[config.mk]
export PLATFORM = sky130hd
export DESIGN_NAME = uart_rx_frontend
export DESIGN_NICKNAME = d
export VERILOG_FILES = /design/src/rtl/uart_rx_frontend.sv
export SDC_FILE = /design/constraint.sdc
export NUM_CORES = 1
export LEC_CHECK = 0
export BUFFER_PORTS_ARGS = -buffer_cell sky130_fd_sc_hd__buf_2
export CAP_MARGIN = 20
export CELL_PAD_IN_SITES_DETAIL_PLACEMENT = 1
export CELL_PAD_IN_SITES_GLOBAL_PLACEMENT = 1
export CORE_MARGIN = 1
export CORE_UTILIZATION = 40
export CTS_BUF_LIST = sky130_fd_sc_hd__clkbuf_4 sky130_fd_sc_hd__clkbuf_8 sky130_fd_sc_hd__clkbuf_16
export CTS_CLUSTER_DIAMETER = 30
export DETAILED_ROUTE_END_ITERATION = 16
export GPL_TIMING_DRIVEN = 0
export PLACE_DENSITY = 0.79
export SKIP_CTS_REPAIR_TIMING = 1
export SYNTH_ARGS = -nofsm -noshare
export SYNTH_HDL_FRONTEND = slang
export SYNTH_SLANG_ARGS = --single-unit
[constraint.sdc]
create_clock -name clk -period 1.9 [get_ports clk]
set_input_delay 0.285 -clock clk [delete_from_list [all_inputs] [get_ports clk]]
set_output_delay 0.285 -clock clk [all_outputs]
set_load 0.005 [all_outputs]
[src/rtl/uart_rx_frontend.sv]
`timescale 1ns/1ps
// UART 8N1 receive front end: rxd synchronizer, mid-bit sampling FSM and a
// single-byte holding register with one-cycle frame/overrun error pulses.
module uart_rx_frontend #(
  parameter int CLKS_PER_BIT = 104
) (
  input  logic       clk,
  input  logic       rst_n,
  input  logic       rxd,
  input  logic       rx_enable,
  input  logic       rx_ready,
  output logic [7:0] rx_data_out,
  output logic       rx_valid,
  output logic       rx_busy,
  output logic       frame_err,
  output logic       overrun_err
);

  localparam int CW = $clog2(CLKS_PER_BIT);
  localparam logic [CW-1:0] FULL_LAST = CW'(CLKS_PER_BIT - 1);
  localparam logic [CW-1:0] HALF_LAST = CW'(CLKS_PER_BIT / 2 - 1);

  typedef enum logic [2:0] {IDLE, START, DATA, STOP, BREAK} state_t;

  state_t        state_reg, state_next;
  logic [1:0]    sync_reg;
  logic          rxs;
  logic [CW-1:0] baud_reg, baud_next;
  logic [2:0]    bit_reg, bit_next;
  logic [7:0]    shift_reg, shift_next;
  logic          byte_done, stop_low;
  logic [7:0]    data_reg;
  logic          valid_reg, frame_err_reg, overrun_err_reg;

  always_ff @(posedge clk or negedge rst_n) begin
    if (!rst_n) sync_reg <= 2'b11;
    else        sync_reg <= {sync_reg[0], rxd};
  end

  assign rxs = sync_reg[1];

  always_ff @(posedge clk or negedge rst_n) begin
    if (!rst_n) begin
      state_reg <= IDLE;
      baud_reg  <= '0;
      bit_reg   <= '0;
      shift_reg <= '0;
    end else begin
      state_reg <= state_next;
      baud_reg  <= baud_next;
      bit_reg   <= bit_next;
      shift_reg <= shift_next;
    end
  end

  always_comb begin
    state_next = state_reg;
    baud_next  = baud_reg;
    bit_next   = bit_reg;
    shift_next = shift_reg;
    byte_done  = 1'b0;
    stop_low   = 1'b0;
    case (state_reg)
      IDLE: begin
        if (rx_enable && !rxs) begin
          state_next = START;
          baud_next  = '0;
        end
      end
      START: begin
        // Half a bit in: a line still low is a genuine start bit.
        if (!rx_enable) begin
          state_next = IDLE;
        end else if (baud_reg == HALF_LAST) begin
          baud_next  = '0;
          bit_next   = '0;
          state_next = rxs ? IDLE : DATA;
        end else begin
          baud_next = baud_reg + 1'b1;
        end
      end
      DATA: begin
        if (!rx_enable) begin
          state_next = IDLE;
        end else if (baud_reg == FULL_LAST) begin
          baud_next           = '0;
          shift_next[bit_reg] = rxs;
          if (bit_reg == 3'd7) state_next = STOP;
          else                 bit_next   = bit_reg + 3'd1;
        end else begin
          baud_next = baud_reg + 1'b1;
        end
      end
      STOP: begin
        if (!rx_enable) begin
          state_next = IDLE;
        end else if (baud_reg == FULL_LAST) begin
          baud_next = '0;
          if (rxs) begin
            byte_done  = 1'b1;
            state_next = IDLE;
          end else begin
            stop_low   = 1'b1;
            state_next = BREAK;
          end
        end else begin
          baud_next = baud_reg + 1'b1;
        end
      end
      BREAK: begin
        if (!rx_enable || rxs) state_next = IDLE;
      end
      default: state_next = IDLE;
    endcase
  end

  // Holding register: a completing byte wins over a simultaneous release.
  always_ff @(posedge clk or negedge rst_n) begin
    if (!rst_n) begin
      data_reg        <= 8'h00;
      valid_reg       <= 1'b0;
      frame_err_reg   <= 1'b0;
      overrun_err_reg <= 1'b0;
    end else begin
      frame_err_reg   <= stop_low;
      overrun_err_reg <= 1'b0;
      if (byte_done) begin
        if (!valid_reg || rx_ready) begin
          data_reg  <= shift_reg;
          valid_reg <= 1'b1;
        end else begin
          overrun_err_reg <= 1'b1;
        end
      end else if (valid_reg && rx_ready) begin
        valid_reg <= 1'b0;
      end
    end
  end

  assign rx_data_out = data_reg;
  assign rx_valid    = valid_reg;
  assign rx_busy     = (state_reg != IDLE);
  assign frame_err   = frame_err_reg;
  assign overrun_err = overrun_err_reg;

endmodule
==> results.py <==
metrics = {
    "synth": {
        "synthTopCellsByCount": "dfrtp_1, mux2_2, nand2_1",
        "ys_async_sr_fraction_pct": 100.0,
        "synth_nets": 159,
        "yosys.cell_count.top_type": "dfrtp_1",
        "syn_area_um2": 1728,
        "synth_cell_type_count": 46,
        "synth_ff_type": "dfrtp_1",
        "yosysTopAreaCellShare_pct": 46.34,
        "synth_edf_count": 0,
        "yosys.area.top_type": "dfrtp_1",
        "syn_area_per_cell_um2": 11.44,
        "yosys-top-cells-area": "dfrtp_1, mux2_2, dfstp_2",
        "synth_cells": 151,
        "yosysSeqAreaShare_pct": 49.38,
        "ys_ff_latch": 34,
        "yosys_warnings": 0,
    },
    "critical_path": {
        "crit_chain": "ha_4 -> nor4b_4 -> nand4_1 -> o32ai_4 -> mux2_4",
        "cp-start-kind": "flip-flop",
        "worst_ep_required_time_ns": 2.07,
        "worst_setup_path_end_kind": "flip-flop",
        "path_max_fanout": 4,
        "reg2reg_depth": 5,
        "rrSetupSlack_ns": 0.007,
        "r2r_start": "baud_reg[1]$_DFFE_PN0P_",
        "criticalPathCategory": "flip-flop to flip-flop",
        "crit_slowest_cell": "dfrtp_1",
        "reg2reg_to": "bit_reg[0]$_DFFE_PN0P_",
        "crit_buf_inv": 0,
        "cp_data_arrival_time_ns": 2.06,
        "critPathMaxStageDelay_ns": 0.41,
        "path_delay_family": "simple AND/OR/NAND/NOR gates",
    },
    "routing": {
        "drt_iter0_drc": 72,
        "post_drt_wl_per_cell_um": 18.47,
        "wl_mm": 4.211,
        "drtPass1Iterations": 4,
        "avgViaCountPerCell": 5.610,
        "drcViolationCount": 0,
        "antenna_left": 0,
        "vias": 1279,
    },
    "clocking": {
        "cts_root_buffer": "clkbuf_8",
        "cts.reportedPaths.clkPinSlew_ns": 0.08,
        "clk_latency_ns": 0.29,
        "cts_buffers": 5,
        "cts_tree": "yes",
        "htreeDepth": 2,
        "clkSinkCount": 34,
        "max-clock-path-buffers": 2,
    },
    "global_routing": {
        "grt_pass1_vias": 1286,
        "grt_max_degree": 35,
        "busiest_layer": "met2",
        "antenna_found_initial": 0,
        "grt_use_met3_pct": 4.561,
        "grt_use_met1_pct": 22.70,
        "track_usage_pct": 20.02,
        "grtUsageMet2_pct": 35.40,
        "overflow": 0,
        "grt_pass1_wl_mm": 6.410,
    },
    "floorplanning": {
        "ios": 17,
        "initial_core_util_pct": 42.28,
        "die_x_um": 67.73,
        "dieArea_um2": 4587,
        "coreArea_um2": 4086,
        "die_y_um": 67.73,
        "rows": 23,
    },
    "sta": {
        "final-setup-viol-count": 0,
        "slew_violations": 0,
        "fmax_mhz": 528.3,
        "layout_min_cycle_time_ns": 1.893,
        "fin_crit_sh_pct": 99.63,
        "relSlewSlack_pct": 49.69,
        "setup_ws_ns": 0.007078,
        "finClkSkew_ns": 0.01088,
        "rsz0062_at_grt": "true",
        "timing.hold.ws_ns": 0.05685,
        "finalHoldViolations": 0,
        "tightest_slew_ns": 0.7546,
    },
    "placed_design": {
        "gp_congestion": 0.7982,
        "place_hpwl_mm": 3.076,
        "dp_slack_ns": -0.1480,
        "place_inst": 216,
        "numPortBuffers": 15,
        "place_area_um2": 1877,
    },
    "worst_hold_path": {
        "hp-class": "primary input to asynchronous set/reset pin",
    },
    "final_layout": {
        "nets": 185,
        "final_cell_area_um2": 2078,
        "stdcell_count": 228,
        "area_growth_pct": 20.27,
        "drive_above_1_share_pct": 41.57,
        "antennaDiodeCount": 0,
    },
    "power": {
        "p_leak_nw": 0.9407,
        "p_per_area_nw_per_um2": 719.9,
        "ir_worst_vdd_v": 0.0003521,
        "total_power_mw": 1.496,
    },
    "status": {
        "status": "finished clean",
    },
    "run": {
        "drv_cap": 0,
    },
}
-- how the worst max path moves through the flow --
stage,start,end,slack (ns),cells after the start
floorplan,bit_reg[1]$_DFFE_PN0P_,bit_reg[0]$_DFFE_PN0P_,0.01,5
global placement,bit_reg[1]$_DFFE_PN0P_,bit_reg[1]$_DFFE_PN0P_,-0.09,5
detailed placement,bit_reg[1]$_DFFE_PN0P_,bit_reg[0]$_DFFE_PN0P_,-0.15,5
CTS,bit_reg[1]$_DFFE_PN0P_,bit_reg[0]$_DFFE_PN0P_,-0.16,5
global route,baud_reg[1]$_DFFE_PN0P_,bit_reg[0]$_DFFE_PN0P_,-0.05,5
finish,baud_reg[1]$_DFFE_PN0P_,bit_reg[0]$_DFFE_PN0P_,0.007,5
-- layer usage --
| metal | routed length, um | part of all wire (%) | up-vias |
|---|---|---|---|
| met1 | 1763 | 42 | 653 |
| met4 | 67 | 1.6 | 0 |
| li1 | - | - | 599 |
| met5 | 0 | 0 | - |
| met2 | 2242 | 53 | 20 |
| met3 | 137 | 3.3 | 7 |
-- metrics by stage --
step | util, % | TNS, ns
after global placement | 45.93 | -0.2618
after CTS | 48.59 | -0.4642
after detailed placement | 45.93 | -0.4149
final | 50.86 | 0
after floorplan | - | 0
after global routing | 50.86 | -0.1651
-- power breakdown --
| group | leakage, nW | switching [mW] | internal [mW] |
|---|---|---|---|
| sequential | 0.462 | 0.0118 | 0.734 |
| combinational | 0.421 | 0.0553 | 0.0317 |
| clock | 0.0579 | 0.277 | 0.386 |
-- cells by family after synthesis --
kind of cell / synth area share [%]
simple gates: 23.46
compound gates: 8.472
mux: 12.96
fa+ha+maj: 2.173
flops: 49.38
buf+inv: 3.548
-- cells in the final DEF (no fill, tap or decap), types with 3 or more instances in the layout --
master,n
nand3_1,6
inv_1,4
nor2_1,7
dfrtp_2,3
nand4_1,3
nand2_1,14
mux2_4,3
clkbuf_8,5
mux2_2,16
buf_4,5
o21ai_0,7
a21oi_1,4
dfrtp_1,29
nor2b_1,3
buf_2,16
-- worst register-to-register path, cell delays in order, from the launching register on --
cell     delay, ns
dfrtp_1       0.41
ha_4          0.18
nor4b_4       0.29
nand4_1       0.21
o32ai_4       0.34
mux2_4        0.34
-- layout make-up --
type | instances | area (um2)
fillers | 441 | 2008
multi-input cells | 106 | 883.3
flip-flops and latches | 34 | 857.1
repair buffers | 19 | 105.1
clock buffers | 5 | 68.82
well taps | 50 | 62.56
plain buffers | 6 | 42.54
clock inverters | 3 | 40.04
inverters | 5 | 18.77
No activity file was read; power rests on OpenSTA's default activity.
